**src/rtl/module_i2s_tx.sv**
```systemverilog
// I2S transmitter: sample FIFO feeding a 64-BCLK stereo frame. The same 18-bit sample
// is sent in both slots, MSB first, with the standard one-BCLK data delay.
//   state   | meaning
//   ST_IDLE | serial outputs parked low, waiting for enable and at least two buffered samples
//   ST_RUN  | generating BCLK/LRCLK/data; stops only at a frame boundary
module module_i2s_tx #(
    parameter int BCLK_DIV   = 8,
    parameter int FIFO_DEPTH = 4
) (
    input  logic        clk,
    input  logic        reset,
    input  logic        enable,
    input  logic        sample_in_rdy,
    input  logic [17:0] sample_in,
    output logic        i2s_bclk,
    output logic        i2s_lrclk,
    output logic        i2s_data,
    output logic        fifo_overflow,
    output logic        fifo_underrun
);

    localparam int AW = $clog2(FIFO_DEPTH);
    localparam int CW = AW + 1;
    localparam logic [7:0] DIV_LAST = 8'(BCLK_DIV - 1);

    typedef enum logic {ST_IDLE, ST_RUN} state_t;

    state_t          state, state_next;
    logic [17:0]     mem [FIFO_DEPTH];
    logic [AW-1:0]   wr_ptr, rd_ptr;
    logic [CW-1:0]   count;
    logic            fifo_full, fifo_empty, push, pop, overflow_next;

    logic [7:0]      div_cnt, div_next;
    logic [5:0]      bit_cnt, bit_next, k_next;
    logic [31:0]     word, word_next;
    logic            bclk_next, lrclk_next, data_next, underrun_next, fall;

    assign fifo_full     = (count == CW'(FIFO_DEPTH));
    assign fifo_empty    = (count == '0);
    // A pop in the same cycle frees the slot, so a full FIFO may still accept
    assign push          = sample_in_rdy && (!fifo_full || pop);
    assign overflow_next = sample_in_rdy && fifo_full && !pop;

    always_ff @(posedge clk) begin
        if (push) mem[wr_ptr] <= sample_in;
    end

    always_ff @(posedge clk) begin
        if (reset) begin
            wr_ptr <= '0;
            rd_ptr <= '0;
            count  <= '0;
        end else begin
            if (push) wr_ptr <= wr_ptr + AW'(1);
            if (pop)  rd_ptr <= rd_ptr + AW'(1);
            case ({push, pop})
                2'b10:   count <= count + CW'(1);
                2'b01:   count <= count - CW'(1);
                default: count <= count;
            endcase
        end
    end

    always_ff @(posedge clk) begin
        if (reset) state <= ST_IDLE;
        else       state <= state_next;
    end

    always_comb begin
        state_next    = state;
        div_next      = div_cnt;
        bit_next      = bit_cnt;
        bclk_next     = i2s_bclk;
        lrclk_next    = i2s_lrclk;
        data_next     = i2s_data;
        word_next     = word;
        pop           = 1'b0;
        underrun_next = 1'b0;
        fall          = 1'b0;
        k_next        = bit_cnt + 6'd1;
        case (state)
            ST_IDLE: begin
                div_next   = '0;
                bit_next   = '0;
                bclk_next  = 1'b0;
                lrclk_next = 1'b0;
                data_next  = 1'b0;
                if (enable && count >= CW'(2)) begin
                    pop        = 1'b1;
                    word_next  = {mem[rd_ptr], 14'b0};
                    state_next = ST_RUN;
                end
            end
            ST_RUN: begin
                if (div_cnt == DIV_LAST) begin
                    div_next  = '0;
                    bclk_next = !i2s_bclk;
                    fall      = i2s_bclk;
                end else begin
                    div_next = div_cnt + 8'd1;
                end
                if (fall) begin
                    bit_next   = k_next;
                    lrclk_next = k_next[5];
                    // slot position k sends word[32-k]; modulo 32 that is word[-k]
                    data_next  = (k_next[4:0] == 5'd0) ? 1'b0 : word[5'd0 - k_next[4:0]];
                    if (k_next == 6'd0) begin
                        if (!enable) begin
                            state_next = ST_IDLE;
                            bclk_next  = 1'b0;
                            lrclk_next = 1'b0;
                            data_next  = 1'b0;
                        end else if (fifo_empty) begin
                            underrun_next = 1'b1;
                        end else begin
                            pop       = 1'b1;
                            word_next = {mem[rd_ptr], 14'b0};
                        end
                    end
                end
            end
            default: state_next = ST_IDLE;
        endcase
    end

    always_ff @(posedge clk) begin
        if (reset) begin
            div_cnt       <= '0;
            bit_cnt       <= '0;
            word          <= '0;
            i2s_bclk      <= 1'b0;
            i2s_lrclk     <= 1'b0;
            i2s_data      <= 1'b0;
            fifo_overflow <= 1'b0;
            fifo_underrun <= 1'b0;
        end else begin
            div_cnt       <= div_next;
            bit_cnt       <= bit_next;
            word          <= word_next;
            i2s_bclk      <= bclk_next;
            i2s_lrclk     <= lrclk_next;
            i2s_data      <= data_next;
            fifo_overflow <= overflow_next;
            fifo_underrun <= underrun_next;
        end
    end

endmodule
```
**config.mk**
```make
export PLATFORM = sky130hd
export DESIGN_NAME = module_i2s_tx
export DESIGN_NICKNAME = d
export VERILOG_FILES = /design/src/rtl/module_i2s_tx.sv
export SDC_FILE = /design/constraint.sdc
export NUM_CORES = 1
export LEC_CHECK = 0
export BUFFER_PORTS_ARGS = -buffer_cell sky130_fd_sc_hd__buf_2
export CORE_MARGIN = 3
export CORE_UTILIZATION = 50
export CTS_CLUSTER_DIAMETER = 150
export CTS_CLUSTER_SIZE = 25
export DETAILED_ROUTE_END_ITERATION = 16
export GPL_TIMING_DRIVEN = 0
export PLACE_DENSITY = 0.78
export SYNTH_ARGS = -nofsm -noshare
export SYNTH_HDL_FRONTEND = slang
export SYNTH_SLANG_ARGS = --single-unit
```
**constraint.sdc**
```tcl
create_clock -name clk -period 3.9 [get_ports clk]
set_clock_uncertainty 0.1 [all_clocks]
set_input_delay 0.39 -clock clk [delete_from_list [all_inputs] [get_ports clk]]
set_output_delay 0.39 -clock clk [all_outputs]
set_load 0.03 [all_outputs]
```
# Yosys cells after proc, flatten, opt, wreduce, memory -nomap -nowiden
# Memory sizes are Yosys's and may differ from the RTL's. A register that Yosys moved wholly into a read port is not among the register bits.
# Index checks and enable logic that the tools add are counted.
totals:
  word_cells: 93
  n_memories: 1
  out_inout_bits: 5
  rom_bits: 0
  ff_bits: 59
  ram_bits: 72
  latchBits: 0
op_classes:
  reduce_logical: 14
  mux: 44
  n_addsub: 7
  n_shift: 0
  eq_ne: 9
  div_mod_pow: 0
  mul: 0
  bitwise_logic: 4
  magnitude_cmp: 2
memory_table:
  columns: ["name", "depth", "word_bits", "rd", "rd_ports_with_merged_regs", "write_ports", "line", "rtl"]
  rows:
  - ["mem", 4, 18, 1, 1, 1, "29", "logic [17:0] mem [FIFO_DEPTH];"]
op_table:
  columns: ["cell", "count"]
  rows:
  - ["32-bit 2-to-1 mux", 5]
  - ["32-bit one-hot mux with 2 select lines", 1]
  - ["1-bit 2-to-1 mux", 25]
  - ["8-bit one-hot mux with 2 select lines", 1]
  - ["6-bit one-hot mux with 2 select lines", 1]
  - ["1-bit one-hot mux with 2 select lines", 5]
  - ["8-bit by 1-bit adder with 8-bit output (second input constant)", 1]
  - ["8-bit by 3-bit equality test with 1-bit output (second input constant)", 1]
  - ["8-bit 2-to-1 mux", 1]
  - ["6-bit by 1-bit adder with 6-bit output (second input constant)", 1]
  - ["6-bit logical NOT", 1]
  - ["5-bit by 6-bit < comparator with 1-bit output (second input constant)", 1]
  - ["6-bit 2-to-1 mux", 1]
  - ["2-bit != test (second input constant)", 3]
  - ["3-bit one-hot mux with 2 select lines", 1]
  - ["1-bit binary-select mux with 5-bit select", 1]
  - ["5-bit logical NOT", 1]
  - ["5-bit AND reduction", 1]
  - ["5-bit OR reduction", 1]
  - ["1-bit by 5-bit subtractor with 5-bit output (first input constant)", 1]
  - ["2-bit by 1-bit adder with 2-bit output (second input constant)", 2]
  - ["1-bit logical AND", 4]
  - ["2-bit 2-to-1 mux", 2]
  - ["2-bit by 1-bit != test with 1-bit output (second input constant)", 2]
  - ["other kinds (11)", 16]

# Longest topological paths before layout
depth:
  ltp_word: 10
  ltp_mapped: 12

# Worst setup path after synthesis
# OpenSTA, ideal clock, no wires.
synth_timing:
  path_kind: "register to register"
  from: "reg div_cnt[3]"
  to: "mem mem[0][0], enable pin"
  synth_period_minus_slack_ps: 3274
  path_buffers: 1
  setup_slack_ps: 626
  stages_incl_launch_ff: 8
  setup_time_ps: 395
  arrival_time_ps: 2779
  path_cell_list: "dfxtp_1 or4_1 nor3_1 ha_1 clkbuf_1 nand3_1 o21a_1 nor2b_1"
synth_via:
  elab_chain_cells: 9
synth_rtl:
  columns: ["item", "line", "rtl"]
  rows:
  - ["from (decl)", "34", "logic [7:0] div_cnt, div_next;"]
  - ["from (signal assigned)", "138", "div_cnt <= div_next;"]
  - ["8-bit by 3-bit equality test with 1-bit output", "96", "if (div_cnt == DIV_LAST) begin"]
  - ["1-bit 2-to-1 mux", "96", null]
  - ["1-bit 2-to-1 mux", "82", "case (state)"]
  - ["1-bit 2-to-1 mux", "103", "if (fall) begin"]
  - ["1-bit one-hot mux with 2 select lines", "82", null]
  - ["1-bit logical OR", "42", "assign push = sample_in_rdy && (!fifo_full || pop);"]
  - ["1-bit logical AND", "42", null]
  - ["1-bit 2-to-1 mux", "46", "if (push) mem[wr_ptr] <= sample_in;"]
  - ["1-bit 2-to-1 mux (not written as such)", "46", null]
  - ["to (decl)", "29", null]
# No other way between the ends. The select of a mux whose other input is x is not followed.

# Final worst setup path
layout_timing:
  from: "reg bit_cnt[1]"
  to: "reg count[2]"
layout_via:
  elab_chain_cells: 9
  word_cells_on_any_way: 11
  classes_between: "add/sub (1); eq/ne (2); mux (4); reduce/logical (4)"
layout_rtl:
  columns: ["item", "line", "rtl"]
  rows:
  - ["from (decl)", "35", "logic [5:0] bit_cnt, bit_next, k_next;"]
  - ["from (signal assigned)", "139", "bit_cnt <= bit_next;"]
  - ["6-bit by 1-bit adder with 6-bit output (*)", "81", "k_next = bit_cnt + 6'd1;"]
  - ["6-bit logical NOT (*)", "108", "if (k_next == 6'd0) begin"]
  - ["1-bit 2-to-1 mux (*)", "108", null]
  - ["1-bit 2-to-1 mux (*)", "103", null]
  - ["1-bit one-hot mux with 2 select lines (*)", "82", null]
  - ["1-bit logical OR", "42", null]
  - ["1-bit logical AND", "42", null]
  - ["2-bit by 1-bit equality test with 1-bit output or 2-bit equality test (tied branches)", "57", "case ({push, pop})"]
  - ["3-bit one-hot mux with 2 select lines or 2-bit nonzero test (tied branches)", null, null]
  - ["to (signal assigned)", "58", "2'b10: count <= count + CW'(1);"]
  - ["to (signal assigned)", "59", "2'b01: count <= count - CW'(1);"]
  - ["to (signal assigned)", "60", "default: count <= count;"]
  - ["to (decl)", "31", "logic [CW-1:0] count;"]
# Every way passes the cells marked *; elsewhere a longest branch is shown, timed or not.
# A chain may end at the register's enable or synchronous reset.

==> metrics.cfg <==
[grt]
grt_pass1_vias=3227
grt_overflow=0
grt_antenna_before_repair=0
grtUsageTotal_pct=19.18
grt_pass1_wl_um=16240
grt_max_degree=17

[route]
vias=3033
drc=0
via_per_inst=5.435
totalWireLength_um=9671
first_pass_iters=4
first_iter_violations=199
wl_per_cell_um=17.33
postRouteAntennaNets=0

[clock_tree]
cts_inserted_buffers=17
cts_setup_buffers=0
clk_pin_slew_ns=0.06
clock_sinks=119
clockBufferDepth=2
cts-root-buf=clkbuf_8
worstSkewPairLatency_ns=0.52
cts_tree=done
htree_levels=4

[sta]
rsz0062_at_grt=no
holdWs_ns=0.07572
period_share_pct=86.90
setup_tns_ns=0
setup_ws_ns=0.5108
worst_pin_slew_ns=0.8036
fin_crit_ns=3.389
max_freq_ghz=0.2951
max_slew_margin_pct=46.43
setup_viol=0
finalMaxSlewViolations=0
hold_viol=0

[critical_path]
critical_path_class=flop to flop
crit_chain=ha_1, buf_2, or4b_4, o31ai_4, o211ai_4, a21oi_4, nand2b_1, fa_1, nand3b_1, a21oi_1, nor3_1, mux2_1
max_stage_delay_ns=0.50
r2r_cells=12
cpLargestDelayFamily=simple AND/OR/NAND/NOR gates
required_ns=4.21
r2r-start=bit_cnt[1]
crit_cells=12
cp_slowest_cell=or4b_4
cp_num_buf_inv=1
end_kind=flop
rr_endpoint=count[2]
reg2reg_slack_ns=0.51
cp.arrival_ns=3.70
start_kind=flop
crit_end=count[2]
worstPathMaxFanout=10
startpoint=bit_cnt[1]

[floorplanning]
rows=35
initial_core_util_pct=52.86
die_w_um=106.0
die_h_um=106.0
die_area_um2=11230
ios=27
fp.coreArea_um2=9459

[finish]
antenna-diode-count=0
seqCellArea_um2=3103
area_growth_pct=23.27
final_util_pct=65.16
multi_input_area_um2=1782
nets=448
drive_above_1_share_pct=24.01
fill_cells=680
final_cells=558

[synthesis]
synthesis.area_um2=5000
synthFlopType=edfxtp_1
yosys.area.top_type=edfxtp_1
synthTopCellsByArea=edfxtp_1, dfxtp_1, mux4_2
netlist.area_leader.share_pct=43.24
ys_async_sr_fraction_pct=0
synth_edf_count=72
yosysSeqAreaShare_pct=62.06
synth-seq-cells=119
syn_inst=350
synth_area_per_cell_um2=14.29
synth_fp_nets=382
synth_warnings=0
yosysUniqueCellTypes=52

[place]
dp_slack_ns=0.5356
portBuffers=25
dp_hpwl_um=5922
place_inst=508
gp_congestion=0.7921

[flow_run]
maxCapViolCount=0

[power]
leakagePower_nw=2.155
peakVddDrop_uv=424.9
power.density_nw_per_um2=594.3

[min_path]
min_path_type=input pin to flop

[status]
status=completed

[flip-flops by register name, summed over array words and instances, names as in the netlist, named ones only]
| signal | count |
|---|---|
| rd_ptr | 2 |
| fifo_underrun | 1 |
| i2s_lrclk | 1 |
| div_cnt | 8 |
| count | 3 |
| i2s_data | 1 |
| state | 1 |
| mem | 72 |
| bit_cnt | 6 |
| word | 18 |
| fifo_overflow | 1 |
| i2s_bclk | 1 |
| wr_ptr | 2 |
[worst min-delay path, cell delays in order]
cell and delay, ns:
buf_2 0.14, nand3_1 0.09, nor3_1 0.04
[kinds of logic (layout without fill, tap and decap cells)]
logic type,Yosys count,count (layout),synth area share [%]
flops,119,119,62.06
simple gates,100,100,9.785
mux,48,48,15.29
compound gates,28,28,4.730
buf+inv,28,107,2.503
xor+xnor,17,17,2.978
fa+ha+maj,10,10,2.653
[cells in the mapped netlist (4+ instances only)]
cell type  instances
edfxtp_1          72
dfxtp_1           47
nor2_1            45
mux2i_1           22
mux4_2            22
clkbuf_1          11
xnor2_1           11
inv_1             10
nand3_1           10
ha_1               9
nand2_1            9
nor2b_1            7
nor3_1             7
a21oi_1            6
xor2_1             6
and3_1             4
buf_2              4
nand2b_1           4
o21ai_0            4
[metal layers]
layer	up-vias	part of all wire [%]	GRT usage (%)
met5	-	0	0
met4	0	1.6	8.973
met3	16	4.8	5.282
met2	77	52	31.74
met1	1503	41	23.38
li1	1437	-	-
[power by group]
part           total, W  switching (W)  internal (W)
registers       0.00154      0.0000569       0.00148
logic          0.000542       0.000274      0.000268
clock network   0.00158       0.000595      0.000987
[worst min path at each step]
stage	cells after the start	slack, ns	end	from
CTS	3	0.06	fifo_underrun	enable
detailed placement	1	0.33	div_cnt[0]	div_cnt[0]
global placement	1	0.33	div_cnt[0]	div_cnt[0]
finish	3	0.08	fifo_underrun	enable
global route	3	0.08	fifo_underrun	enable
floorplan	1	0.31	div_cnt[0]	div_cnt[0]
[layout by cell type, fill, tap and decap left out, drive strengths merged, types with 6 or more instances in the layout]
master       count
xor2             6
a21oi            7
nand3           10
xnor2           11
edfxtp          72
mux4            22
nor2            45
dfxtp           47
nor2b            7
dlygate4sd3     18
ha               9
mux2i           22
nor3             7
inv             17
nand2            9
buf             36
clkbuf          28
[cell type report]
cell class                      instances  share of cell area [%]
Sequential cell                       119                   50.35
Multi-Input combinational cell        203                   28.91
Clock buffer                           17                   6.719
Timing Repair Buffer                   47                   6.334
Clock inverter                         15                   3.045
Tap cell                              129                   2.619
Buffer                                 18                   1.421
Inverter                               10                  0.6090
[metrics by stage]
step / cell area, um2 / power, W
after floorplan: 5000 / 0.001918
after global routing: 6163 / 0.003812
after CTS: 6163 / 0.003692
final: 6163 / 0.003663
after global placement: 5286 / 0.002023
after detailed placement: 5381 / 0.002087
[repair_timing]
item | CTS | global route
hold endpoints to repair | 72 | 0
endpoints found under the setup margin | 0 | 0
gates resized for setup | 0 | 0
hold buffers | 18 | 0
No activity file was read; power rests on OpenSTA's default activity.
